`src/rtl/simon_ti_round_ctrl.sv`:
```
// Round sequencer for the 3-share TI Simon128/128 datapath.
// Ports: CLK/RSTn, EN/Drdy in; BSY/Dvld/Trig, dp_load/step/last, rnd_idx/z_idx out.
module simon_ti_round_ctrl #(
  parameter int ROUNDS = 68,
  parameter int CPR    = 1,
  parameter int ZLEN   = 62
) (
  input  logic       CLK,
  input  logic       RSTn,
  input  logic       EN,
  input  logic       Drdy,
  output logic       BSY,
  output logic       Dvld,
  output logic       Trig,
  output logic       dp_load,
  output logic       dp_step,
  output logic       dp_last,
  output logic [6:0] rnd_idx,
  output logic [5:0] z_idx
);

  typedef enum logic [1:0] {
    IDLE,
    LOAD,
    RUN,
    DONE
  } state_e;

  localparam logic [6:0] RLAST = 7'(ROUNDS - 1);
  localparam logic [5:0] ZLAST = 6'(ZLEN - 1);
  localparam logic [1:0] SLAST = 2'(CPR - 1);

  state_e     state_q, state_d;
  logic [6:0] rnd_q, rnd_d;
  logic [5:0] z_q, z_d;
  logic [1:0] sub_q, sub_d;
  logic       step;

  assign step = (state_q == RUN) && (sub_q == SLAST);

  always_comb begin
    state_d = state_q;
    rnd_d   = rnd_q;
    z_d     = z_q;
    sub_d   = sub_q;
    unique case (state_q)
      IDLE: begin
        rnd_d = '0;
        z_d   = '0;
        sub_d = '0;
        if (Drdy && EN) state_d = LOAD;
      end
      LOAD: begin
        rnd_d   = '0;
        z_d     = '0;
        sub_d   = '0;
        state_d = RUN;
      end
      RUN: begin
        if (step) begin
          sub_d = '0;
          // Final round keeps its index visible through DONE.
          if (rnd_q == RLAST) begin
            state_d = DONE;
          end else begin
            rnd_d = rnd_q + 7'd1;
            z_d   = (z_q == ZLAST) ? 6'd0 : z_q + 6'd1;
          end
        end else begin
          sub_d = sub_q + 2'd1;
        end
      end
      DONE: begin
        rnd_d   = '0;
        z_d     = '0;
        sub_d   = '0;
        state_d = (Drdy && EN) ? LOAD : IDLE;
      end
    endcase
    // EN low aborts from anywhere.
    if (!EN) begin
      state_d = IDLE;
      rnd_d   = '0;
      z_d     = '0;
      sub_d   = '0;
    end
  end

  always_ff @(posedge CLK or negedge RSTn) begin
    if (!RSTn) begin
      state_q <= IDLE;
      rnd_q   <= '0;
      z_q     <= '0;
      sub_q   <= '0;
    end else begin
      state_q <= state_d;
      rnd_q   <= rnd_d;
      z_q     <= z_d;
      sub_q   <= sub_d;
    end
  end

  assign BSY     = (state_q == LOAD) || (state_q == RUN);
  assign Dvld    = (state_q == DONE);
  assign dp_load = (state_q == LOAD);
  assign dp_step = step;
  assign dp_last = step && (rnd_q == RLAST);
  assign Trig    = (state_q == RUN) && (rnd_q == 7'd0);
  assign rnd_idx = rnd_q;
  assign z_idx   = z_q;

endmodule

```
`config.mk`:
```
export PLATFORM = sky130hd
export DESIGN_NAME = simon_ti_round_ctrl
export DESIGN_NICKNAME = d
export VERILOG_FILES = /design/src/rtl/simon_ti_round_ctrl.sv
export SDC_FILE = /design/constraint.sdc
export NUM_CORES = 1
export LEC_CHECK = 0
export BUFFER_PORTS_ARGS = -buffer_cell sky130_fd_sc_hd__buf_4
export CAP_MARGIN = 25
export CORE_AREA = 2 2 57 43
export DETAILED_ROUTE_END_ITERATION = 10
export DIE_AREA = 0 0 59 45
export PLACE_DENSITY = 0.76
export SLEW_MARGIN = 20
export SYNTH_ARGS = -nofsm -noshare
export SYNTH_HDL_FRONTEND = slang
export SYNTH_SLANG_ARGS = --single-unit
```
`constraint.sdc`:
```
create_clock -name CLK -period 2 [get_ports CLK]
set_input_delay 0.1 -clock CLK [delete_from_list [all_inputs] [get_ports CLK]]
set_output_delay 0.1 -clock CLK [all_outputs]
set_load 0.01 [all_outputs]
```
* After elaboration in Yosys (flattened, before gate mapping)
Cells that the tools add are included.
** Storage, ports and cells
- Bits in registers :: 17
- Input port bits :: 4
- Word-level logic and storage cells :: 45
** Cells by class
- $add $sub $neg :: 3
- Equal/unequal tests :: 9
- Multiplexer cells :: 18
- Reduce and logical (&&, ||, !) cells :: 11
** Operator list (number)
- 2-to-1 mux 6 bit :: 4
- 2-to-1 mux 7 bit :: 3
- one-hot mux 7 bit (2 select lines) :: 1
- 2-to-1 mux 2 bit :: 6
- one-hot mux 6 bit (2 select lines) :: 1
- inequality test 3 bit (second input constant) :: 3
- one-hot mux 2 bit (4 select lines) :: 1
- adder 7 x 1 -> 7 bit (second input constant) :: 1
- == test 7 bit (second input constant) :: 1
- zero test 7 bit :: 1
- adder 6 x 1 -> 6 bit (second input constant) :: 1
- == test 6 bit (second input constant) :: 1
- == test 2 bit (second input constant) :: 2
- logical AND 1 bit :: 4
- zero test 2 bit :: 2
- one-hot mux 2 bit (2 select lines) :: 1
- inequality test 3 x 2 -> 1 bit (second input constant) :: 1
- AND reduction 3 bit :: 1
- OR reduction 3 bit :: 1
- adder 2 x 1 -> 2 bit (second input constant) :: 1
- == test 2 x 1 -> 1 bit (second input constant) :: 1
- AND reduction 2 bit :: 1
- logical OR 1 bit :: 1
- 2-to-1 mux 1 bit :: 1

* Longest topological paths before layout
Gate-level depths: netlist of run 1.
- Word-level depth :: 6
- Depth in mapped cells :: 7
- Depth with buffers taken out :: 6

* Worst setup path before layout of run 1
No wires, ideal clock.
- Path type :: reg2reg
- Start :: reg rnd_q[0], in the netlist rnd_idx[0]
- End :: reg rnd_q[3], in the netlist rnd_idx[3]
- Library setup time :: 0.095 ns
- Data arrival time :: 1.705 ns
- Required time :: 1.905 ns
- Path slack :: 0.200 ns
- Cell stages (with the launch flop) :: 7
- Period minus slack after synthesis :: 1.800 ns
- Path through :: dfrtp_1 -> ha_1 -> nor2b_1 -> a41o_2 -> or2_1 -> buf_6 -> o31ai_1
** On the way
- Word-level cells in the longest chain between the ends :: 5
- Elaborated cells on any way between the ends :: 8
- Those cells by class :: add/sub (1); eq/ne (2); mux (4); reduce/logical (1)
** Ends and longest elaborated chain
- start, declared :: RTL line 34 : logic [6:0] rnd_q, rnd_d;
- start signal, assigned :: RTL line 97 : rnd_q <= rnd_d;
- adder 7 x 1 -> 7 bit :: RTL line 66 : rnd_d = rnd_q + 7'd1;
- 2-to-1 mux 7 bit :: RTL line 63 : if (rnd_q == RLAST) begin
- 2-to-1 mux 7 bit :: RTL line 60 : if (step) begin
- one-hot mux 7 bit (2 select lines) :: RTL line 46 : unique case (state_q)
- 2-to-1 mux 7 bit :: RTL line 81 : if (!EN) begin
Parallel ways exist; a longest one is shown, timed or not. The select of a mux whose other input is x is not followed.
A chain may end at the register's enable or synchronous reset.

* Worst setup path after layout of run 1
- Start :: reg state_q[0]
- End :: reg rnd_q[3], in the netlist rnd_idx[3]
** On the way
- Word-level cells in the longest chain between the ends :: 4
- Elaborated cells on any way between the ends :: 11
- Those cells by class :: eq/ne (5); mux (2); reduce/logical (4)
** Ends and longest elaborated chain
- start, declared :: RTL line 33 : state_e state_q, state_d;
- start signal, assigned :: RTL line 96 : state_q <= state_d;
- == test 2 bit (tied with other cells) :: RTL line 46
- OR reduction 3 bit (no source line) / logical AND 1 bit (equally long branches)
- one-hot mux 7 bit (2 select lines) / inequality test 3 bit (equally long branches)
- 2-to-1 mux 7 bit / AND reduction 2 bit (equally long branches)
Parallel ways exist; a longest one is shown, timed or not.

==> results of run 1 <==
==> layer usage <==
layer / vias up / GRT usage, % / wire length, um
met1: 437 / 29.7 / 1170
met2: 28 / 29.8 / 1060
li1: 465 / - / -
met4: 0 / 4.09 / 18
met3: 2 / 6.02 / 114
met5: - / 0 / 0
==> layout by cell type, fill, tap and decap left out, types with 2 or more instances in the layout <==
cell type	synthesis	final
nand2b_1	2	2
inv_1	8	8
o21ai_0	9	9
and3b_1	2	2
and3_1	5	5
a31oi_1	2	2
buf_4	0	26
o21ai_1	2	2
o21bai_1	2	2
clkbuf_4	0	3
nand2_1	9	9
ha_1	10	10
o31ai_1	5	5
nand3_1	7	7
nor4b_1	2	2
nor2b_1	3	2
dfrtp_1	17	17
nor3_1	2	2
nor2_1	7	7
==> metrics by stage <==
stage          cell area, um^2  setup slack [ns]  std cells  util, %
6_report                  1310             0.129        164     63.5
5_1_grt                   1310            0.0272        164     63.5
3_5_place_dp              1250            0.0704        159     60.7
3_3_place_gp              1250             0.181        159     60.7
2_1_floorplan             1060             0.200        113        -
4_1_cts                   1290            0.0714        164     62.5
==> cell families after synthesis <==
logic type / after synthesis
AOI/OAI and AO/OA: 29
adders and majority gates: 10
buffers and inverters: 12
DFF: 17
muxes: 1
and+or+nand+nor: 44
==> cell type report <==
type,count,area [um^2]
Sequential cell,17,425
Timing Repair Buffer,27,205
Clock buffer,3,22.5
Fill cell,169,754
Clock inverter,1,5.00
Tap cell,24,30.0
Multi-Input combinational cell,84,594
Inverter,8,30.0
==> state kept, by name, indices dropped and copies added (netlist names) <==
| register | flops |
|---|---|
| sub_q | 2 |
| rnd_idx | 7 |
| z_idx | 6 |
| state_q | 2 |
==> power groups by stage <==
stage	clock network [mW]	registers, mW	logic [mW]
final	0.180	0.391	0.320
after global routing	0.204	0.397	0.358
after CTS	0.186	0.391	0.306
after detailed placement	0	0.398	0.303
after global placement	0	0.395	0.294
after floorplan	0	0.397	0.188
==> what timing repair did <==
action / 4_1_cts / 5_1_grt
endpoints found under the hold margin: 17 / 0
setup endpoints to repair: 0 / 5
hold buffers: 1 / 0
gates resized for setup: 0 / 5
==> critical path, stage by stage (launching register included) <==
cell and delay, ns:
dfrtp_1 0.39, inv_1 0.11, ha_1 0.27, and3b_1 0.19
a41o_4 0.31, or2_4 0.28, o31ai_1 0.24
==> worst paths after layout <==
check                           start    endpoint  slack [ns]  cells after the start
max reg2reg                state_q[0]  rnd_idx[3]        0.13                      6
min reg2reg                  sub_q[0]    sub_q[0]        0.46                      1
min                                EN  state_q[1]        0.11                      3
max                        state_q[0]  rnd_idx[3]        0.13                      6
min in group asynchronous        RSTn    z_idx[2]        0.19                      2
max in group asynchronous        RSTn    z_idx[5]        1.61                      2
==> metrics.csv, run 1 <==
stage,metric,value,unit
status,status,completed,
sta,"Hold Violations, Final",0,
drt,vias after detailed routing,932,
yosys,post-synthesis mux area share,0.943,%
pwr,combinational share of power,35.9,%
yosys,Post-synth ARST share,100,%
drt,drt initial violations,21,
sta,Slew Limit Fails,0,
floorplanning,Die X,59,um
pwr,Pwr Density,680,mW/mm^2
global_routing,initial antenna violation count,0,
yosys,Syn Area/Cell,9.39,um^2
floorplanning,Die Ht,45,um
yosys,most frequent cell after synthesis,dfrtp_1,
final_layout,# diodes,0,
yosys,leading area contributor after synthesis,dfrtp_1,
critical_path,worst-path maximum fanout,18,
run,Max Cap Viol,0,
pwr,Peak VDD IR,406,uV
cts,post-CTS setup buffer count,0,
drt,routed length per instance,14.4,um
pwr,Switching Share,34.2,%
critical_path,critical path endpoint category,flop,
drt,final wirelength,2360,um
sta,Finish-stage setup viols,0,
cts,clock sinks,17,
place,routability cong.,0.849,
yosys,Yosys cell types,33,
yosys,largest family of logic cells by synthesized area,simple AND/OR/NAND/NOR gates,
sta,RSZ-0062 raised after global routing,no,
yosys,ys flop type,dfrtp_1,
sta,crit path time final,1.87,ns
cts,Max Buffers Root-to-Sink,2,
pwr,switching pwr,305,uW
yosys,Syn Inst Count,113,
sta,Worst Tran Pin Value,0.474,ns
yosys,post-synthesis sequential area ratio,40.1,%
pwr,static leakage,0.650,nW
sta,f_max,535,MHz
yosys,number of enable flip-flop cells after synthesis,0,
floorplanning,Ports,23,
global_routing,vias in the first global route,838,
floorplanning,std cell rows,14,
pwr,Tot Pwr,892,uW
yosys,Post-Synth XOR/XNOR Area,0,%
critical_path,startpoint types,flop,
drt,Routed Antenna Nets,0,
final_layout,nets,155,
critical_path,Worst EP arrival,2.08,ns
pwr,Sequential Power Share,43.9,%
drt,DRT Pass-1 Iters,4,
cts,"CTS clk-pin slew, worst paths",0.10,ns
cts,TritonCTS clock tree,done,
global_routing,grt total ovfl,0,
yosys,Compound-Gate Fraction of Synth Area,19.0,%
floorplanning,Initial Util,51.3,%
yosys,Synth Area in Simple Gates,22.3,%
yosys,Area contributors post-synth,"dfrtp_1 40%, ha_1 12%, o21ai_0 4.2%",
yosys,post-synth top area share,40.1,%
yosys,Yosys warnings,0,
sta,final period utilization,93.5,%
yosys,mapped cell area,0.00106,mm^2
sta,setup TNS,0,ns
cts,Worst-Skew Late Latency,0.29,ns
global_routing,first-pass GRT wire length,3930,um
cts,clock root buffer,clkbuf_4,
sta,Min Hold Slack,0.108,ns
yosys,Post-Synth Adder-Cell Area,11.8,%
final_layout,Layout area overhead,23.7,%
global_routing,largest net degree at the start of global routing,19,
sta,Max Clock Skew,0.0138,ns
drt,Post-route DRC,0,
yosys,"flops & latches, synth",17,
final_layout,layout cell share with drive strength beyond 1,25.0,%
place,# port buffers,22,
min_path,type of the worst min-delay path,primary input to flop,
cts,total CTS buffers,3,
critical_path,Setup CP Type,flop to flop,
place,detailed placement HPWL,1820,um
floorplanning,Core Region,0.00207,mm^2
critical_path,"Req. time, crit path",2.21,ns
floorplanning,Die ar.,0.00266,mm^2
cts,CTS H-Tree Depth,1,
drt,Via density,5.68,
yosys,"top cells by count, synth","17 x dfrtp_1, 10 x ha_1, 9 x nand2_1, 9 x o21ai_0, 8 x inv_1",
sta,slew margin rel.,68.0,%
global_routing,All-Layer GR Usage,20.2,%
pwr,Int Power,586,uW
yosys,"Net Count, Synth",127,
pwr,Clock power frac,20.2,%
No activity file was read; power rests on OpenSTA's default activity.
==> run 2, diff against run 1 <==
==> constraint.sdc (replaced) <==
create_clock -name CLK -period 2 [get_ports CLK]
set_input_delay 0.4 -clock CLK [delete_from_list [all_inputs] [get_ports CLK]]
set_output_delay 0.4 -clock CLK [all_outputs]
set_load 0.01 [all_outputs]
==> run 2 against run 1 <==
Net effect:
- clock power hardly changed
- power is 0.25% lower
- final area is 0.48% lower
- wire length is 0.59% lower
- clock skew is 0.00085 ns lower
- critical path type is now flop to output port
- sequential power hardly changed
- critical endpoint is now dp_last
==> metrics.csv, run 2 (synthesis gave the netlist of run 1 again) <==
stage,metric,value,unit,change
critical_path,max incr delay on CP,0.43,ns,was 0.39 ns
final_layout,# diodes,0,,unchanged
sta,slew margin rel.,73.5,%,was 68.0%
critical_path,crit path max-delay cell type,dfrtp_1,,unchanged
final_layout,fill count,184,,was 169
sta,crit path time final,1.90,ns,was 1.87 ns
floorplanning,Initial Util,51.3,%,unchanged
final_layout,nets,154,,was 155
drt,Routed Antenna Nets,0,,unchanged
critical_path,reg2reg setup slack,0.1,ns,was 0.13 ns
sta,f_max,526,MHz,was 535 MHz
sta,final period utilization,95.1,%,was 93.5%
critical_path,"Req. time, crit path",1.60,ns,was 2.21 ns
final_layout,Layout area overhead,23.1,%,was 23.7%
status,status,completed,,unchanged
global_routing,largest net degree at the start of global routing,19,,unchanged
sta,Finish-stage setup viols,0,,unchanged
place,routability cong.,0.844,,was 0.849
floorplanning,Die Ht,45,um,unchanged
drt,vias after detailed routing,951,,was 932
global_routing,grt total ovfl,0,,unchanged
critical_path,worst r2r src,rnd_idx[1],,was state_q[0]
sta,"Hold Violations, Final",0,,unchanged
critical_path,startpoint types,flop,,unchanged
cts,TritonCTS clock tree,done,,unchanged
cts,clock sinks,17,,unchanged
pwr,Pwr Density,681,mW/mm^2,was 680 mW/mm^2
final_layout,most frequent cells in the layout,"25 x buf_4, 17 x dfrtp_1, 9 x nand2_1, 9 x o21ai_0, 8 x ha_1",,"was 26 x buf_4, 17 x dfrtp_1, 10 x ha_1, 9 x nand2_1, 9 x o21ai_0"
place,# port buffers,22,,unchanged
sta,Slew Limit Fails,0,,unchanged
min_path,Worst Hold Launch,EN,,unchanged
global_routing,first-pass GRT wire length,3860,um,was 3930 um
cts,CTS H-Tree Depth,1,,unchanged
critical_path,Setup CP Type,flop to output port,,was flop to flop
final_layout,layout cell share with drive strength beyond 1,27.3,%,was 25.0%
cts,"CTS clk-pin slew, worst paths",0.09,ns,was 0.10 ns
pwr,Peak VDD IR,413,uV,was 406 uV
critical_path,r2r worst-path depth,5,,was 6
critical_path,critical path endpoint category,output port,,was flop
critical_path,Worst EP arrival,1.50,ns,was 2.08 ns
place,pre-CTS WS,0.0758,ns,was 0.0704 ns
drt,final wirelength,2340,um,was 2360 um
drt,routed length per instance,14.4,um,about the same
cts,Worst-Skew Late Latency,0.29,ns,about the same
pwr,Tot Pwr,890,uW,was 892 uW
drt,Post-route DRC,0,,unchanged
sta,RSZ-0062 raised after global routing,yes,,was no
min_path,Cells on Worst Hold Path,3,,unchanged
place,detailed placement HPWL,1750,um,was 1820 um
floorplanning,Die X,59,um,unchanged
sta,final worst slack,0.0972,ns,was 0.129 ns
drt,DRT Pass-1 Iters,4,,unchanged
global_routing,All-Layer GR Usage,19.4,%,was 20.2%
cts,total CTS buffers,3,,unchanged
final_layout,max reg flops,7,,unchanged
floorplanning,Die ar.,0.00266,mm^2,unchanged
sta,Max Clock Skew,0.0130,ns,was 0.0138 ns
place,Area after DPL,0.00125,mm^2,about the same
floorplanning,std cell rows,14,,unchanged
critical_path,worst-path maximum fanout,6,,was 18
pwr,static leakage,0.644,nW,was 0.650 nW
drt,Via density,5.83,,was 5.68
floorplanning,Core Region,0.00207,mm^2,unchanged
cts,Max Buffers Root-to-Sink,2,,unchanged
sta,Worst Tran Pin Value,0.392,ns,was 0.474 ns
run,Max Cap Viol,0,,unchanged
min_path,Worst Hold Endpoint,state_q[1],,unchanged
cts,clock root buffer,clkbuf_4,,unchanged
drt,drt initial violations,69,,was 21
floorplanning,Ports,23,,unchanged
min_path,type of the worst min-delay path,primary input to flop,,unchanged
global_routing,vias in the first global route,828,,was 838
final_layout,"most common cell after layout, fill and taps aside",buf_4,,unchanged
final_layout,post-route cell area,0.00131,mm^2,about the same
global_routing,initial antenna violation count,0,,unchanged
final_layout,Util after Layout,63.2,%,was 63.5%
critical_path,worst path cell trace,ha_2 -> nor2b_2 -> and4_1 -> buf_4,,was inv_1 -> ha_1 -> and3b_1 -> a41o_4 -> or2_4 -> o31ai_1
critical_path,R2R Path End,rnd_idx[3],,unchanged
[run 2: worst max-delay path by stage]
stage,startpoint,endpoint,cells past startpoint
2_1_floorplan,rnd_idx[0],rnd_idx[3],6
3_3_place_gp,rnd_idx[3],z_idx[3],4
3_5_place_dp,rnd_idx[1],rnd_idx[3],5
4_1_cts,state_q[0],dp_last,5
5_1_grt,rnd_idx[1],rnd_idx[3],5
6_report,rnd_idx[1],dp_last,4
[run 2: layer usage]
layer	wire length [um]	up-vias	track usage [%]
met5	0	-	0
met4	11	0	2.73
met3	115	2	5.16
met2	1010	31	26.7
met1	1210	457	30.8
li1	-	461	-
[run 2: layout make-up]
type	instances	area [um^2]	area share [%]
clock buffers	3	22.5	1.72
clock inverters	1	5.00	0.383
inverters	8	30.0	2.30
multi-input cells	84	596	45.6
flip-flops and latches	17	425	32.6
well taps	24	30.0	2.30
repair buffers	26	198	15.1
[run 2: power breakdown]
group	leakage, nW	internal, mW	switching [mW]	total, mW
Combinational	0.390	0.149	0.167	0.316
Clock	0.0177	0.0743	0.107	0.181
Sequential	0.236	0.366	0.0264	0.392
[run 2: worst max-delay path: cells and delay by family (launching register included)]
kind | cells | cell delay (ns)
flip-flops | 1 | 0.43
buffers and inverters | 1 | 0.12
adder cells (fa/ha/maj) | 1 | 0.25
AND/OR/NAND/NOR | 2 | 0.42
[run 2: per-stage QoR]
stage                     setup TNS, ns  hold slack [ns]  cells
after CTS                             0            0.403    163
after global routing            -0.0179            0.428    163
final                                 0            0.408    163
after detailed placement              0            0.272    158
after global placement                0            0.275    158
after floorplan                       0            0.104    113
[run 2: what timing repair did]
item	4_1_cts	5_1_grt
pin swaps	0	1
gates resized for setup	3	5
hold buffers	1	0
setup endpoints to repair	2	7
setup buffers	0	0
hold endpoints to repair	17	0
